### src/rtl/maze_pkg.sv
// maze_pkg: shared direction codes, cost sentinel, plot helpers and search FSM states
package maze_pkg;
  localparam logic [1:0] DIR_UP    = 2'd0;
  localparam logic [1:0] DIR_DOWN  = 2'd1;
  localparam logic [1:0] DIR_LEFT  = 2'd2;
  localparam logic [1:0] DIR_RIGHT = 2'd3;
  localparam logic [9:0] COST_INF  = 10'h3FF;
  typedef enum logic [2:0] {ST_IDLE, ST_CHECK, ST_REQ, ST_MERGE, ST_DONE} state_t;
  function automatic logic [9:0] plot_pack(input logic [4:0] y, input logic [4:0] x);
    return {y, x};
  endfunction
  function automatic logic [4:0] plot_y(input logic [9:0] p);
    return p[9:5];
  endfunction
  function automatic logic [4:0] plot_x(input logic [9:0] p);
    return p[4:0];
  endfunction
endpackage

### src/rtl/neighbor_addr_gen.sv
// neighbor_addr_gen: plot of the neighbour in direction dir and whether it lies off the grid
//   cur_plot in  {y,x} of the current cell
//   dir      in  DIR_UP/DOWN/LEFT/RIGHT
//   nb_plot  out {y,x} of the neighbour (wraps when off_grid; never used then)
//   off_grid out neighbour lies outside the MAZE_W x MAZE_H grid
module neighbor_addr_gen
  import maze_pkg::*;
#(
  parameter int MAZE_W = 32,
  parameter int MAZE_H = 32
) (
  input  logic [9:0] cur_plot,
  input  logic [1:0] dir,
  output logic [9:0] nb_plot,
  output logic       off_grid
);
  logic [4:0] x, y;
  always_comb begin
    y = plot_y(cur_plot);
    x = plot_x(cur_plot);
    off_grid = (dir == DIR_UP    && y == 5'd0) ||
               (dir == DIR_DOWN  && y == 5'(MAZE_H - 1)) ||
               (dir == DIR_LEFT  && x == 5'd0) ||
               (dir == DIR_RIGHT && x == 5'(MAZE_W - 1));
    nb_plot = dir == DIR_UP   ? plot_pack(y - 5'd1, x) :
              dir == DIR_DOWN ? plot_pack(y + 5'd1, x) :
              dir == DIR_LEFT ? plot_pack(y, x - 5'd1) :
                                plot_pack(y, x + 5'd1);
  end
endmodule

### src/rtl/neighbor_min_seq.sv
// neighbor_min_seq: walks the 4 neighbours of a cell, fetches costs and reduces them through min_select
//   m_clock/p_reset        clock, synchronous active-high reset
//   start/cur_plot/wall_mask  search request, latched in IDLE
//   busy                   search in progress
//   rd_req/rd_addr/rd_ack/rd_data  neighbour cost read port
//   cmp_*                  external min_select comparator (slot1 candidate, slot2 current best)
//   done/best_ene/best_plot/no_move  result, valid from done until next start
module neighbor_min_seq #(
  parameter int         MAZE_W   = 32,
  parameter int         MAZE_H   = 32,
  parameter logic [9:0] COST_INF = maze_pkg::COST_INF
) (
  input  logic       m_clock,
  input  logic       p_reset,
  input  logic       start,
  input  logic [9:0] cur_plot,
  input  logic [3:0] wall_mask,
  output logic       busy,
  output logic       rd_req,
  output logic [9:0] rd_addr,
  input  logic       rd_ack,
  input  logic [9:0] rd_data,
  output logic       cmp_exe,
  output logic [9:0] cmp_ene1,
  output logic [9:0] cmp_ene2,
  output logic [9:0] cmp_plot1,
  output logic [9:0] cmp_plot2,
  input  logic [9:0] cmp_outene,
  input  logic [9:0] cmp_outplot,
  output logic       done,
  output logic [9:0] best_ene,
  output logic [9:0] best_plot,
  output logic       no_move
);
  import maze_pkg::*;
  state_t     state_q, state_d;
  logic [1:0] dir_q, dir_d;
  logic [9:0] cur_q, cur_d;
  logic [3:0] wall_q, wall_d;
  logic       have_q, have_d;
  logic [9:0] data_q, data_d;
  logic [9:0] best_ene_q, best_ene_d;
  logic [9:0] best_plot_q, best_plot_d;
  logic       no_move_q, no_move_d;
  logic [9:0] nb_plot;
  logic       off_grid;
  logic       last;
  neighbor_addr_gen #(.MAZE_W(MAZE_W), .MAZE_H(MAZE_H)) u_addr (
    .cur_plot(cur_q),
    .dir     (dir_q),
    .nb_plot (nb_plot),
    .off_grid(off_grid)
  );
  assign last      = dir_q == DIR_RIGHT;
  assign busy      = state_q != ST_IDLE;
  assign rd_req    = state_q == ST_REQ;
  assign rd_addr   = rd_req ? nb_plot : '0;
  // The comparator only runs once a best exists; the first valid candidate is loaded directly.
  assign cmp_exe   = state_q == ST_MERGE && have_q && data_q != COST_INF;
  assign cmp_ene1  = cmp_exe ? data_q : '0;
  assign cmp_plot1 = cmp_exe ? nb_plot : '0;
  assign cmp_ene2  = cmp_exe ? best_ene_q : '0;
  assign cmp_plot2 = cmp_exe ? best_plot_q : '0;
  assign done      = state_q == ST_DONE;
  assign best_ene  = best_ene_q;
  assign best_plot = best_plot_q;
  assign no_move   = no_move_q;
  always_comb begin
    state_d     = state_q;
    dir_d       = dir_q;
    cur_d       = cur_q;
    wall_d      = wall_q;
    have_d      = have_q;
    data_d      = data_q;
    best_ene_d  = best_ene_q;
    best_plot_d = best_plot_q;
    no_move_d   = no_move_q;
    case (state_q)
      ST_IDLE: if (start) begin
        state_d     = ST_CHECK;
        cur_d       = cur_plot;
        wall_d      = wall_mask;
        dir_d       = DIR_UP;
        have_d      = 1'b0;
        best_ene_d  = '0;
        best_plot_d = '0;
        no_move_d   = 1'b0;
      end
      ST_CHECK: if (wall_q[dir_q] || off_grid) begin
        state_d = last ? ST_DONE : ST_CHECK;
        dir_d   = dir_q + 2'd1;
      end else state_d = ST_REQ;
      ST_REQ: if (rd_ack) begin
        data_d  = rd_data;
        state_d = ST_MERGE;
      end
      ST_MERGE: begin
        if (data_q != COST_INF) begin
          have_d      = 1'b1;
          best_ene_d  = have_q ? cmp_outene : data_q;
          best_plot_d = have_q ? cmp_outplot : nb_plot;
        end
        state_d = last ? ST_DONE : ST_CHECK;
        dir_d   = dir_q + 2'd1;
      end
      default: state_d = ST_IDLE;
    endcase
    // Best registers stay zero when nothing was loaded, so only the flag needs setting here.
    if (state_q != ST_DONE && state_d == ST_DONE) no_move_d = !have_d;
  end
  always_ff @(posedge m_clock) begin
    if (p_reset) begin
      state_q     <= ST_IDLE;
      dir_q       <= '0;
      cur_q       <= '0;
      wall_q      <= '0;
      have_q      <= 1'b0;
      data_q      <= '0;
      best_ene_q  <= '0;
      best_plot_q <= '0;
      no_move_q   <= 1'b0;
    end else begin
      state_q     <= state_d;
      dir_q       <= dir_d;
      cur_q       <= cur_d;
      wall_q      <= wall_d;
      have_q      <= have_d;
      data_q      <= data_d;
      best_ene_q  <= best_ene_d;
      best_plot_q <= best_plot_d;
      no_move_q   <= no_move_d;
    end
  end
endmodule

### config.mk
export PLATFORM = sky130hd
export DESIGN_NAME = neighbor_min_seq
export DESIGN_NICKNAME = d
export VERILOG_FILES = /design/src/rtl/maze_pkg.sv /design/src/rtl/neighbor_addr_gen.sv /design/src/rtl/neighbor_min_seq.sv
export SDC_FILE = /design/constraint.sdc
export NUM_CORES = 1
export LEC_CHECK = 0
export BUFFER_PORTS_ARGS = -buffer_cell sky130_fd_sc_hd__buf_2
export CAP_MARGIN = 20
export CORE_UTILIZATION = 46
export CTS_BUF_LIST = sky130_fd_sc_hd__clkbuf_4 sky130_fd_sc_hd__clkbuf_8 sky130_fd_sc_hd__clkbuf_16
export DETAILED_ROUTE_END_ITERATION = 8
export PLACE_DENSITY = 0.8
export SLEW_MARGIN = 10
export SYNTH_ARGS = -nofsm -noshare
export SYNTH_HDL_FRONTEND = slang
export SYNTH_SLANG_ARGS = --single-unit
### constraint.sdc
create_clock -name m_clock -period 2.68 [get_ports m_clock]
set_clock_uncertainty 0.15 [all_clocks]
set_input_delay 0 -clock m_clock [delete_from_list [all_inputs] [get_ports m_clock]]
set_output_delay 0 -clock m_clock [all_outputs]
set_load 0.01 [all_outputs]
==> metrics <==
Pins Over Slew Limit 0; ys async rst share 0; Post-CTS Repair Setup Buffers 0; number of port buffers 122; Critical-path top delay cell or4b_1; number of max-cap violations 0; Rows 30; Synth cell types 63; CTS Sinks 51; predominant post-synthesis flop cell dfxtp_1; cell leakage power 2.02 nW; DR vias 3610; DRC viols 0; sequential area share after synthesis 0.316; Worst setup EP type primary output; Post-Syn Area 3230 sq um; Fmax 396 MHz; CTS tree done; CTS H-tree depth 2; dpl hpwl 6.79 mm; Die X-Extent 85.8 um; GP Congestion 0.869; total congestion overflow 0; Power Total 2.58 mW; Routed WL 9.52 mm; Yosys reg bits 51; fin crit period 2530 ps; Max-slew headroom 0.338; status finished, final reports clean; first-pass GRT wire length 14.6 mm; Clock Tree Buf Depth 2; drt pass-1 iters 4; syn_area_per_cell 7.93 sq um; Area Growth Syn to Fin 34.1%; Power Density 596 nW/um^2; Hold WC Path Type in2reg; Die Span Y 85.8 um; core area 6790 sq um; Synth warnings 0; Required @ worst endpoint 2530 ps; area of the multi-input gates 2060 sq um; initial antenna violation count 0; clock root buffer master clkbuf_8; FF+latch area 1020 sq um; clock-pin slew on the worst setup and hold paths 90 ps; fin util 0.637; die area 7360 sq um; vias in the first global route 3066; Post-synth EDFFs 0; crit path cell chain inv_1, ha_1, or4b_1, o311a_1, a211oi_2, nor2_1, buf_2; Worst-Skew Late Latency 300 ps; most frequent cells in the layout buf_2 (122), nand2_1 (62), dfxtp_1 (48); Vias/cell 5.62; Setup-failing EPs final 0; CTS Buf Count 5; period utilization 0.943; Critical Path Max Stage Delay 590 ps; Critical Path Start Type register; Critical Path AT 2380 ps; Final Net Count 605; I/O Pins 123; Total GRT Usage 0.248; number of buffer and inverter stages on the critical path 2; RSZ-0062 raised after global routing false; Largest delay share family, worst path simple AND/OR/NAND/NOR gates; diodes inserted 0; share of layout cells above drive strength 1 0.306; antenna-violating nets left 0; setup tns final 0 ps; drt wl/cell 14.8 um; worst ir drop on vdd 0.290 mV; Initial Utilization 0.475; Final Hold Viols 0; worst slew pin tran 994 ps; critical path fanouts, max 12; Iter 0 DRT Violations 264; fill count 595; largest net degree at the start of global routing 64; commonest non-fill, non-tap cell in the layout buf_2; synthesized net count 467; Min Hold Slack 13.4 ps; Syn Inst Count 407; critical path class reg2out
==> cell usage after synthesis, drive strengths merged (2+ instances only) <==
cell type	instances	area share
o21ai	10	0.016
a22o	2	0.0054
o311a	2	0.0066
mux2	10	0.035
mux2i	5	0.016
o41ai	5	0.014
nor3b	2	0.0046
or3	2	0.0039
nand2	62	0.072
nor2b	3	0.0058
and3	33	0.064
o31ai	3	0.011
and2	4	0.0078
o21a	3	0.0070
xnor2	3	0.0081
buf	15	0.026
dfxtp	51	0.32
a32o	3	0.0093
or4	2	0.0058
o311ai	3	0.0081
nand4	16	0.031
or4b	2	0.0062
nor4b	8	0.024
nor3	7	0.012
a21oi	38	0.059
nand3	13	0.020
nor2	30	0.036
clkbuf	17	0.020
inv	9	0.010
nand2b	5	0.0097
ha	11	0.043
or2b	2	0.0050
and3b	3	0.0081
a2111oi	4	0.013
==> layout make-up <==
| type | count | area share |
|---|---|---|
| Sequential cell | 51 | 0.237 |
| Inverter | 9 | 0.00781 |
| Clock buffer | 6 | 0.0176 |
| Timing Repair Buffer | 163 | 0.231 |
| Tap cell | 96 | 0.0278 |
| Clock inverter | 2 | 0.00289 |
| Multi-Input combinational cell | 315 | 0.476 |
==> tightest hold or removal path, cell delays in order <==
cell	delay, ps
buf_2	90
a32oi_1	120
o32ai_1	210
==> flip-flops by register name, indices dropped and copies added, names as in the netlist <==
signal,flops
best_ene,10
best_plot,10
cur_q,10
data_q,10
wall_q,4
state_q,3
dir_q,2
have_q,1
no_move,1
==> final timing paths <==
check            startpoint           end  slack [ps]  depth (start not counted)
max                dir_q[1]    rd_addr[4]         150                          7
max reg2reg        cur_q[6]      dir_q[1]         390                          6
min reg2reg       wall_q[2]     wall_q[2]         310                          2
min          cmp_outplot[4]  best_plot[4]          10                          3
==> per-layer routing <==
layer  share of wire  global-route usage
met2            0.48               0.427
met3           0.051              0.0279
met4           0.032              0.0939
met5               0                   0
met1            0.44               0.318
==> stage by stage <==
step	worst slack, ps	instances	cell area [sq um]
CTS	60.2	642	4310
finish	152	642	4330
detailed placement	98.7	601	3880
global route	0.314	642	4330
global placement	216	601	3880
floorplan	398	407	3230
==> cells by family after synthesis <==
family / synth area share
multiplexers: 0.0574
AND/OR/NAND/NOR: 0.327
adder cells (fa/ha/maj): 0.0488
buffers and inverters: 0.0558
flip-flops: 0.316
XOR/XNOR: 0.0109
AO/OA/AOI/OAI: 0.184
==> power by group <==
group	switching, mW	internal, mW
clock network	0.256	0.193
registers	0.128	0.834
logic	0.695	0.470
total	1.08	1.50
==> what timing repair did <==
item,in CTS,in global routing
setup endpoints to repair,4,4
hold buffers,33,0
hold endpoints to repair,33,0
resized for setup,4,4
cloned,0,0
No activity file was read; power rests on OpenSTA's default activity.
